<file path="config.mk">
export PLATFORM = sky130hd
export DESIGN_NAME = turn_sequencer
export DESIGN_NICKNAME = d
export VERILOG_FILES = /design/src/rtl/turn_sequencer.sv
export SDC_FILE = /design/constraint.sdc
export NUM_CORES = 1
export LEC_CHECK = 0
export BUFFER_PORTS_ARGS = -buffer_cell sky130_fd_sc_hd__buf_2
export CORE_MARGIN = 2
export CORE_UTILIZATION = 45
export CTS_BUF_LIST = sky130_fd_sc_hd__clkbuf_16
export CTS_CLUSTER_DIAMETER = 40
export DETAILED_ROUTE_END_ITERATION = 6
export PLACE_DENSITY = 0.72
export SLEW_MARGIN = 10
export SYNTH_ARGS = -nofsm -noshare
export SYNTH_HDL_FRONTEND = slang
export SYNTH_SLANG_ARGS = --single-unit
</file>
<file path="constraint.sdc">
create_clock -name clock -period 1.9 [get_ports clock]
set_input_delay 0.095 -clock clock [delete_from_list [all_inputs] [get_ports clock]]
set_output_delay 0.095 -clock clock [all_outputs]
set_load 0.05 [all_outputs]
</file>
<file path="src/rtl/turn_sequencer.sv">
// turn_sequencer: game-flow controller for the guessing game.
// Turns synchronized active-low pushbuttons into single-cycle presses, validates
// and latches the human move, kicks the compute/compare datapath and waits for
// it with a timeout, counts rounds, and reports win / loss / datapath error.
//
// Datapath handshake: load_h is a one-cycle strobe telling the datapath to
// capture h_move. One cycle later c_start is a one-cycle strobe that starts the
// computer move and compare. The datapath answers by raising c_done. win is
// sampled one cycle after c_done is seen. c_done is only honoured while in
// COMPUTE, and it may already be high in the same cycle as c_start.
module turn_sequencer #(
    parameter int MAX_ROUNDS = 8,   // rounds allowed before loss (1..15)
    parameter int MAX_MOVE   = 9,   // largest legal move value
    parameter int TIMEOUT    = 200  // COMPUTE cycles allowed before error (2..1023)
) (
    input  logic       clock,
    input  logic       reset,
    input  logic       newGame_L,
    input  logic       enter_L,
    input  logic [3:0] hMove,
    input  logic       c_done,
    input  logic       win,
    output logic       load_h,
    output logic [3:0] h_move,
    output logic       c_start,
    output logic [3:0] round,
    output logic       busy,
    output logic       bad_move,
    output logic       game_won,
    output logic       game_lost,
    output logic       error,
    output logic [2:0] dbg_state
);

    typedef enum logic [2:0] {
        IDLE    = 3'd0,
        WAIT_H  = 3'd1,
        LATCH   = 3'd2,
        COMPUTE = 3'd3,
        CHECK   = 3'd4,
        WON     = 3'd5,
        LOST    = 3'd6,
        ERR     = 3'd7
    } state_t;

    localparam int              CNT_W        = 10;
    localparam logic [3:0]      MAX_MOVE_C   = 4'(MAX_MOVE);
    localparam logic [3:0]      MAX_ROUNDS_C = 4'(MAX_ROUNDS);
    // Value the counter holds during the TIMEOUT-th COMPUTE cycle.
    localparam logic [CNT_W-1:0] LAST_CNT    = CNT_W'(TIMEOUT - 1);

    state_t             state_q, state_d;
    logic               enter_prev_q, new_prev_q;
    logic [3:0]         round_q, round_d;
    logic [3:0]         h_move_q, h_move_d;
    logic [CNT_W-1:0]   cnt_q, cnt_d;
    logic               bad_move_q, bad_move_d;
    logic               load_h_q, c_start_q, busy_q;
    logic               won_q, lost_q, err_q;

    logic               enter_press, new_press;

    // A press is the first cycle a button is seen low after being high.
    assign enter_press = enter_prev_q & ~enter_L;
    assign new_press   = new_prev_q & ~newGame_L;

    // Next-state and datapath-register decisions; newGame overrides everything.
    always_comb begin
        state_d    = state_q;
        round_d    = round_q;
        h_move_d   = h_move_q;
        cnt_d      = cnt_q;
        bad_move_d = 1'b0;
        if (new_press) begin
            state_d = WAIT_H;
            round_d = 4'd0;
            cnt_d   = '0;
        end else begin
            case (state_q)
                WAIT_H: begin
                    if (enter_press) begin
                        if (hMove <= MAX_MOVE_C) begin
                            state_d  = LATCH;
                            h_move_d = hMove;
                            round_d  = round_q + 4'd1;
                        end else begin
                            bad_move_d = 1'b1;
                        end
                    end
                end
                LATCH: begin
                    state_d = COMPUTE;
                    cnt_d   = '0;
                end
                COMPUTE: begin
                    // c_done takes precedence over an expiring timeout.
                    cnt_d = cnt_q + 1'b1;
                    if (c_done) begin
                        state_d = CHECK;
                    end else if (cnt_q == LAST_CNT) begin
                        state_d = ERR;
                    end
                end
                CHECK: begin
                    if (win) begin
                        state_d = WON;
                    end else if (round_q == MAX_ROUNDS_C) begin
                        state_d = LOST;
                    end else begin
                        state_d = WAIT_H;
                    end
                end
                // IDLE, WON, LOST and ERR only leave on newGame or reset.
                default: begin
                end
            endcase
        end
    end

    // State, button history and registered Moore outputs decoded from state_d.
    always_ff @(posedge clock) begin
        if (reset) begin
            state_q      <= IDLE;
            enter_prev_q <= 1'b1;
            new_prev_q   <= 1'b1;
            round_q      <= 4'd0;
            h_move_q     <= 4'd0;
            cnt_q        <= '0;
            bad_move_q   <= 1'b0;
            load_h_q     <= 1'b0;
            c_start_q    <= 1'b0;
            busy_q       <= 1'b0;
            won_q        <= 1'b0;
            lost_q       <= 1'b0;
            err_q        <= 1'b0;
        end else begin
            state_q      <= state_d;
            enter_prev_q <= enter_L;
            new_prev_q   <= newGame_L;
            round_q      <= round_d;
            h_move_q     <= h_move_d;
            cnt_q        <= cnt_d;
            bad_move_q   <= bad_move_d;
            load_h_q     <= (state_d == LATCH);
            c_start_q    <= (state_d == COMPUTE) && (state_q != COMPUTE);
            busy_q       <= (state_d == LATCH) || (state_d == COMPUTE) || (state_d == CHECK);
            won_q        <= (state_d == WON);
            lost_q       <= (state_d == LOST);
            err_q        <= (state_d == ERR);
        end
    end

    assign load_h    = load_h_q;
    assign h_move    = h_move_q;
    assign c_start   = c_start_q;
    assign round     = round_q;
    assign busy      = busy_q;
    assign bad_move  = bad_move_q;
    assign game_won  = won_q;
    assign game_lost = lost_q;
    assign error     = err_q;
    assign dbg_state = state_q;

endmodule

</file>
Yosys cells after proc, flatten, opt, wreduce, memory -nomap -nowiden
Index checks and enable logic that the tools add are counted.
{"block": "word_totals", "elab_cells": 54, "in_bits": 10, "output_inout_bits": 18, "regBits": 30}
{"block": "classes", "reduce_logical": 8, "mux": 10, "n_bitwise": 7, "addsub": 2, "n_lt_le_gt_ge": 1, "n_eq_ne": 13}
{"cell": "$mux 3", "n": 7}
{"cell": "$pmux 10 s2", "n": 1}
{"cell": "$eq 3x3->1 const B", "n": 5}
{"cell": "$eq 3x2->1 const B", "n": 4}
{"cell": "$pmux 3 s4", "n": 1}
{"cell": "$add 10x1->10 const B", "n": 1}
{"cell": "$eq 10x8->1 const B", "n": 1}
{"cell": "$not 1->1", "n": 5}
{"cell": "$add 4x1->4 const B", "n": 1}
{"cell": "$eq 4x4->1 const B", "n": 1}
{"cell": "$le 4x4->1 const B", "n": 1}
{"cell": "$reduce_and 4->1", "n": 1}
{"cell": "$reduce_or 4->1", "n": 1}
{"cell": "$eq 3x1->1 const B", "n": 1}
{"cell": "$ne 3x2->1 const B", "n": 1}
{"cell": "$reduce_and 3->1", "n": 1}
{"cell": "$and 1x1->1", "n": 2}
{"cell": "$logic_or 1x1->1", "n": 2}
{"cell": "$reduce_bool 2->1", "n": 1}
{"cell": "$reduce_or 2->1", "n": 1}
{"cell": "$logic_and 1x1->1", "n": 1}
{"cell": "$mux 1", "n": 1}

Logic depth before layout (Yosys ltp)
{"block": "logic_depth", "ltp_word": 8, "ltp_mapped": 9, "depth_no_buf": 9}

Least setup slack after synthesis
OpenSTA, ideal clock, no wires.
{"block": "synth_path", "kind": "register to register", "start": "register round_q[0], in the netlist round[0]", "end": "register busy_q, in the netlist busy", "synth_period_minus_slack_ps": 2015, "t_arrival_ps": 1900, "t_required_ps": 1785, "slack_ps": -115, "stages_incl_launch_ff": 10, "cell_sequence": "dfxtp_1 inv_1 ha_1 and4bb_1 o32ai_2 a21oi_2 nand2b_1 clkinv_1 nand2_1 o21ai_2"}
{"block": "synth_between", "elab_chain_cells": 8}
{"item": "from (decl)", "line": "54", "source": "logic [3:0] round_q, round_d;"}
{"item": "from (signal assigned)", "line": "140", "source": "round_q <= round_d;"}
{"item": "$eq 4x4->1 *", "line": "107", "source": "end else if (round_q == MAX_ROUNDS_C) begin"}
{"item": "$mux 3 *", "line": "107"}
{"item": "$mux 3 *", "line": "105", "source": "if (win) begin"}
{"item": "$pmux 3 s4 *", "line": "79", "source": "case (state_q)"}
{"item": "$mux 3 *", "line": "74", "source": "if (new_press) begin"}
{"item": "$eq 3x2->1", "line": "146", "source": "busy_q <= (state_d == LATCH) || (state_d == COMPUTE) || (state_d == CHECK);"}
{"item": "$logic_or 1x1->1", "line": "146"}
{"item": "$logic_or 1x1->1 *", "line": "146"}
{"item": "to (signal assigned)", "line": "146"}
{"item": "to (decl)", "line": "58", "source": "logic load_h_q, c_start_q, busy_q;"}
Mark *: on every way between the ends. The rest lies on a longest branch, timed or not.
A chain may end at the register's enable or synchronous reset.

Final worst setup path
Same ends and word-level chain as after synthesis.

==> summary.md <==
| Metric | Value |
|---|---|
| Status | `finished clean` |
| Nature of the critical path endpoint | `register` |
| RSZ-0062 raised after global routing | `false` |
| Crit path max fanout | `4` |
| DR iter-0 viols | `60` |
| Register Area | `603.1 um^2` |
| Max Root-Sink Buffers | `2` |
| Critical path class | `reg -> reg` |
| Max-cap viol count | `0` |
| Primary FF master, synth | `dfxtp_1` |
| Hold buffers post-CTS | `0` |
| Vias in the first global route | `1,120` |
| Power share of the clock group | `47.2%` |
| Final Max Tran Viols | `0` |
| Sw frac | `23.65%` |
| Area Overhead vs Synth | `21.01%` |
| Clock Skew | `2.487 ps` |
| Power density over the cells | `881.8 nW/um^2` |
| HPWL after DPL | `2118 um` |
| Fillers | `301` |
| Ports | `28` |
| Crit path time final | `1739 ps` |
| Post_cts resized | `0` |
| Via count | `1,193` |
| Buffers on Ports | `27` |
| Arrival @ worst endpoint | `1900 ps` |
| Row Count | `20` |
| Pin count of the biggest net entering global routing | `14` |
| Syn Inst Count | `165` |
| Number of hold violations in the final report | `0` |
| WL final | `2826 um` |
| Routability cong. | `0.8267` |
| Num CTS Buffers | `5` |
| Seq/Total Area, Yosys | `41.85%` |
| Routed Antenna Nets | `0` |
| Clock-pin transition on the worst setup and hold timing paths | `50 ps` |
| Multi-input logic area | `768.2 um^2` |
| Global route overflow | `0` |
| Crit share post-route | `91.51%` |
| Avg Cell Area, Syn | `8.698 um^2` |
| Yosys warnings | `0` |
| First-pass GRT wire length | `5112 um` |
| Cell taking the most area after synthesis | `dfxtp_1` |
| DR pass1 iterations | `4` |
| Clock Tree Root | `clkbuf_16` |
| Height of the die | `60.47 um` |
| Crit path launch type | `register` |
| Nets@finish | `207` |
| Hold/Removal Path Class | `in -> reg` |
| Area share of the largest cell type after synthesis | `41.85%` |
| Layout cell share with drive strength beyond 1 | `25.64%` |
| Syn Nets | `178` |
| Mapped cell area | `1435 um^2` |
| Worst-Skew Late Latency | `270 ps` |
| Register share of total power | `42.8%` |
| Gr usage total | `19.18%` |
| # DRC | `0` |
| Worst Max-Slew Pin Slew | `491.6 ps` |
| Die X | `60.47 um` |
| Leakage | `0.0007492 uW` |
| H-tree Lvls | `2` |
| Ant. Diodes | `0` |
| Synth top area cells | `dfxtp_1 42%, nor2_1 6.5%, mux2i_1 4.2%` |
| EDFF count, synth | `0` |
| Comb pwr share | `10.0%` |
| CTS Sinks | `30` |
| Peak Freq | `0.5751 GHz` |
| Total power | `1531 uW` |
| Die ar. | `3657 um^2` |
| Cell Int Power | `1169 uW` |
| Crit path required time | `2060 ps` |
| Ys async rst share | `0%` |
| #FFs+latches synth | `30` |
| Core area | `3053 um^2` |
| Sw power | `362.2 uW` |
| Vias per cell | `4.992` |
| Final setup viols | `0` |
| Initial core utilization | `47.01%` |
| Setup TNS | `0 ps` |
| Worst vdd ir | `450.5 uV` |
| Antenna violations before repair | `0` |
| Routed WL per cell | `11.82 um` |
| Unique masters post-synth | `45` |
| Setup Buffers After CTS | `0` |
| Slew margin rel. | `67.23%` |
| TritonCTS clock tree | `built` |
[final timing paths]
| kind | depth (start not counted) | end | from | slack, ps |
|---|---|---|---|---|
| hold reg to reg | 2 | cnt_q[1]$_SDFFE_PP0P_ | cnt_q[1]$_SDFFE_PP0P_ | 470 |
| setup reg to reg | 9 | busy$_SDFF_PP0_ | round[0]$_SDFFE_PP0P_ | 160 |
| setup / recovery | 9 | busy$_SDFF_PP0_ | round[0]$_SDFFE_PP0P_ | 160 |
| hold / removal | 2 | new_prev_q$_SDFF_PP1_ | newGame_L | 20 |
[worst max-delay path, stage by stage (launching register included)]
cell and delay (ps):
dfxtp_2 350, inv_1 70, ha_1 200, and4bb_1 230
o32ai_2 280, a21oi_2 90, nand2b_1 120, clkinv_1 110
nand2_1 110, o21ai_2 70
[cells in the mapped netlist, types with 2 or more instances]
cell type and instances:
nor2_1 25, o21ai_0 3, ha_1 3, buf_4 4, buf_2 2, xor2_1 2
nand2_1 13, a21oi_1 8, o21ai_1 2, or2_1 2, xnor2_1 5, nand3_1 5
inv_1 5, nand4_1 3, or2_2 3, nor2b_1 3, nor3_1 6, or3_1 4
dfxtp_1 30, mux2i_1 6, a21o_1 3, nand2b_1 5
[flip-flops by register name (all words and copies together), names as in the netlist]
signal and flops:
cnt_q 10, h_move 4, round 4, dbg_state 3
bad_move 1, busy 1, c_start 1, enter_prev_q 1
error 1, game_lost 1, game_won 1, load_h 1
new_prev_q 1
[stage by stage]
step / cell area, um^2 / util, % / std cells / setup slack, ps / hold WS (ps)
2_1_floorplan: 1438 / - / 165 / 84.54 / 201.6
3_3_place_gp: 1599 / 52.38 / 231 / 264.5 / 293.7
3_5_place_dp: 1599 / 52.38 / 231 / 167.0 / 295.5
4_1_cts: 1737 / 56.89 / 239 / 156.8 / 11.84
5_1_grt: 1737 / 56.89 / 239 / 21.55 / 15.81
6_report: 1737 / 56.89 / 239 / 161.2 / 17.80
[power by group through the flow]
stage,logic (uW),clock network [uW],registers [uW]
floorplan,96.4,0,690
global placement,151,0,667
detailed placement,154,0,668
CTS,155,744,655
global route,171,781,657
finish,154,722,656
[per-layer routing]
metal	GRT usage [%]	part of all wire, %	up-vias
met5	0	0	-
met4	8.385	2.1	0
met3	7.676	5.7	5
met2	29.04	44	23
met1	24.25	48	539
li1	-	-	626
[final cells by class]
class | count | area share (%)
Multi-Input combinational cell | 122 | 44.24
Tap cell | 44 | 3.170
Inverter | 6 | 1.297
Timing Repair Buffer | 29 | 8.646
Clock inverter | 3 | 0.7205
Sequential cell | 30 | 34.73
Clock buffer | 5 | 7.205
[cell usage in the layout, fill, tap and decap left out, types with 6 or more instances in the layout]
cell type	n
nor2_1	25
nand2_1	13
buf_2	27
mux2i_1	6
dfxtp_1	28
inv_1	6
nor3_1	6
a21oi_1	8
[logic make-up after synthesis]
family | count (synthesis) | share of synthesized area (%)
adder cells (fa/ha/maj) | 3 | 2.616
AND/OR/NAND/NOR | 81 | 30.52
XOR/XNOR | 7 | 4.272
buffers and inverters | 13 | 4.620
AO/OA/AOI/OAI | 25 | 11.95
multiplexers | 6 | 4.185
flip-flops | 30 | 41.85
Power figures use the tool's default switching activity.
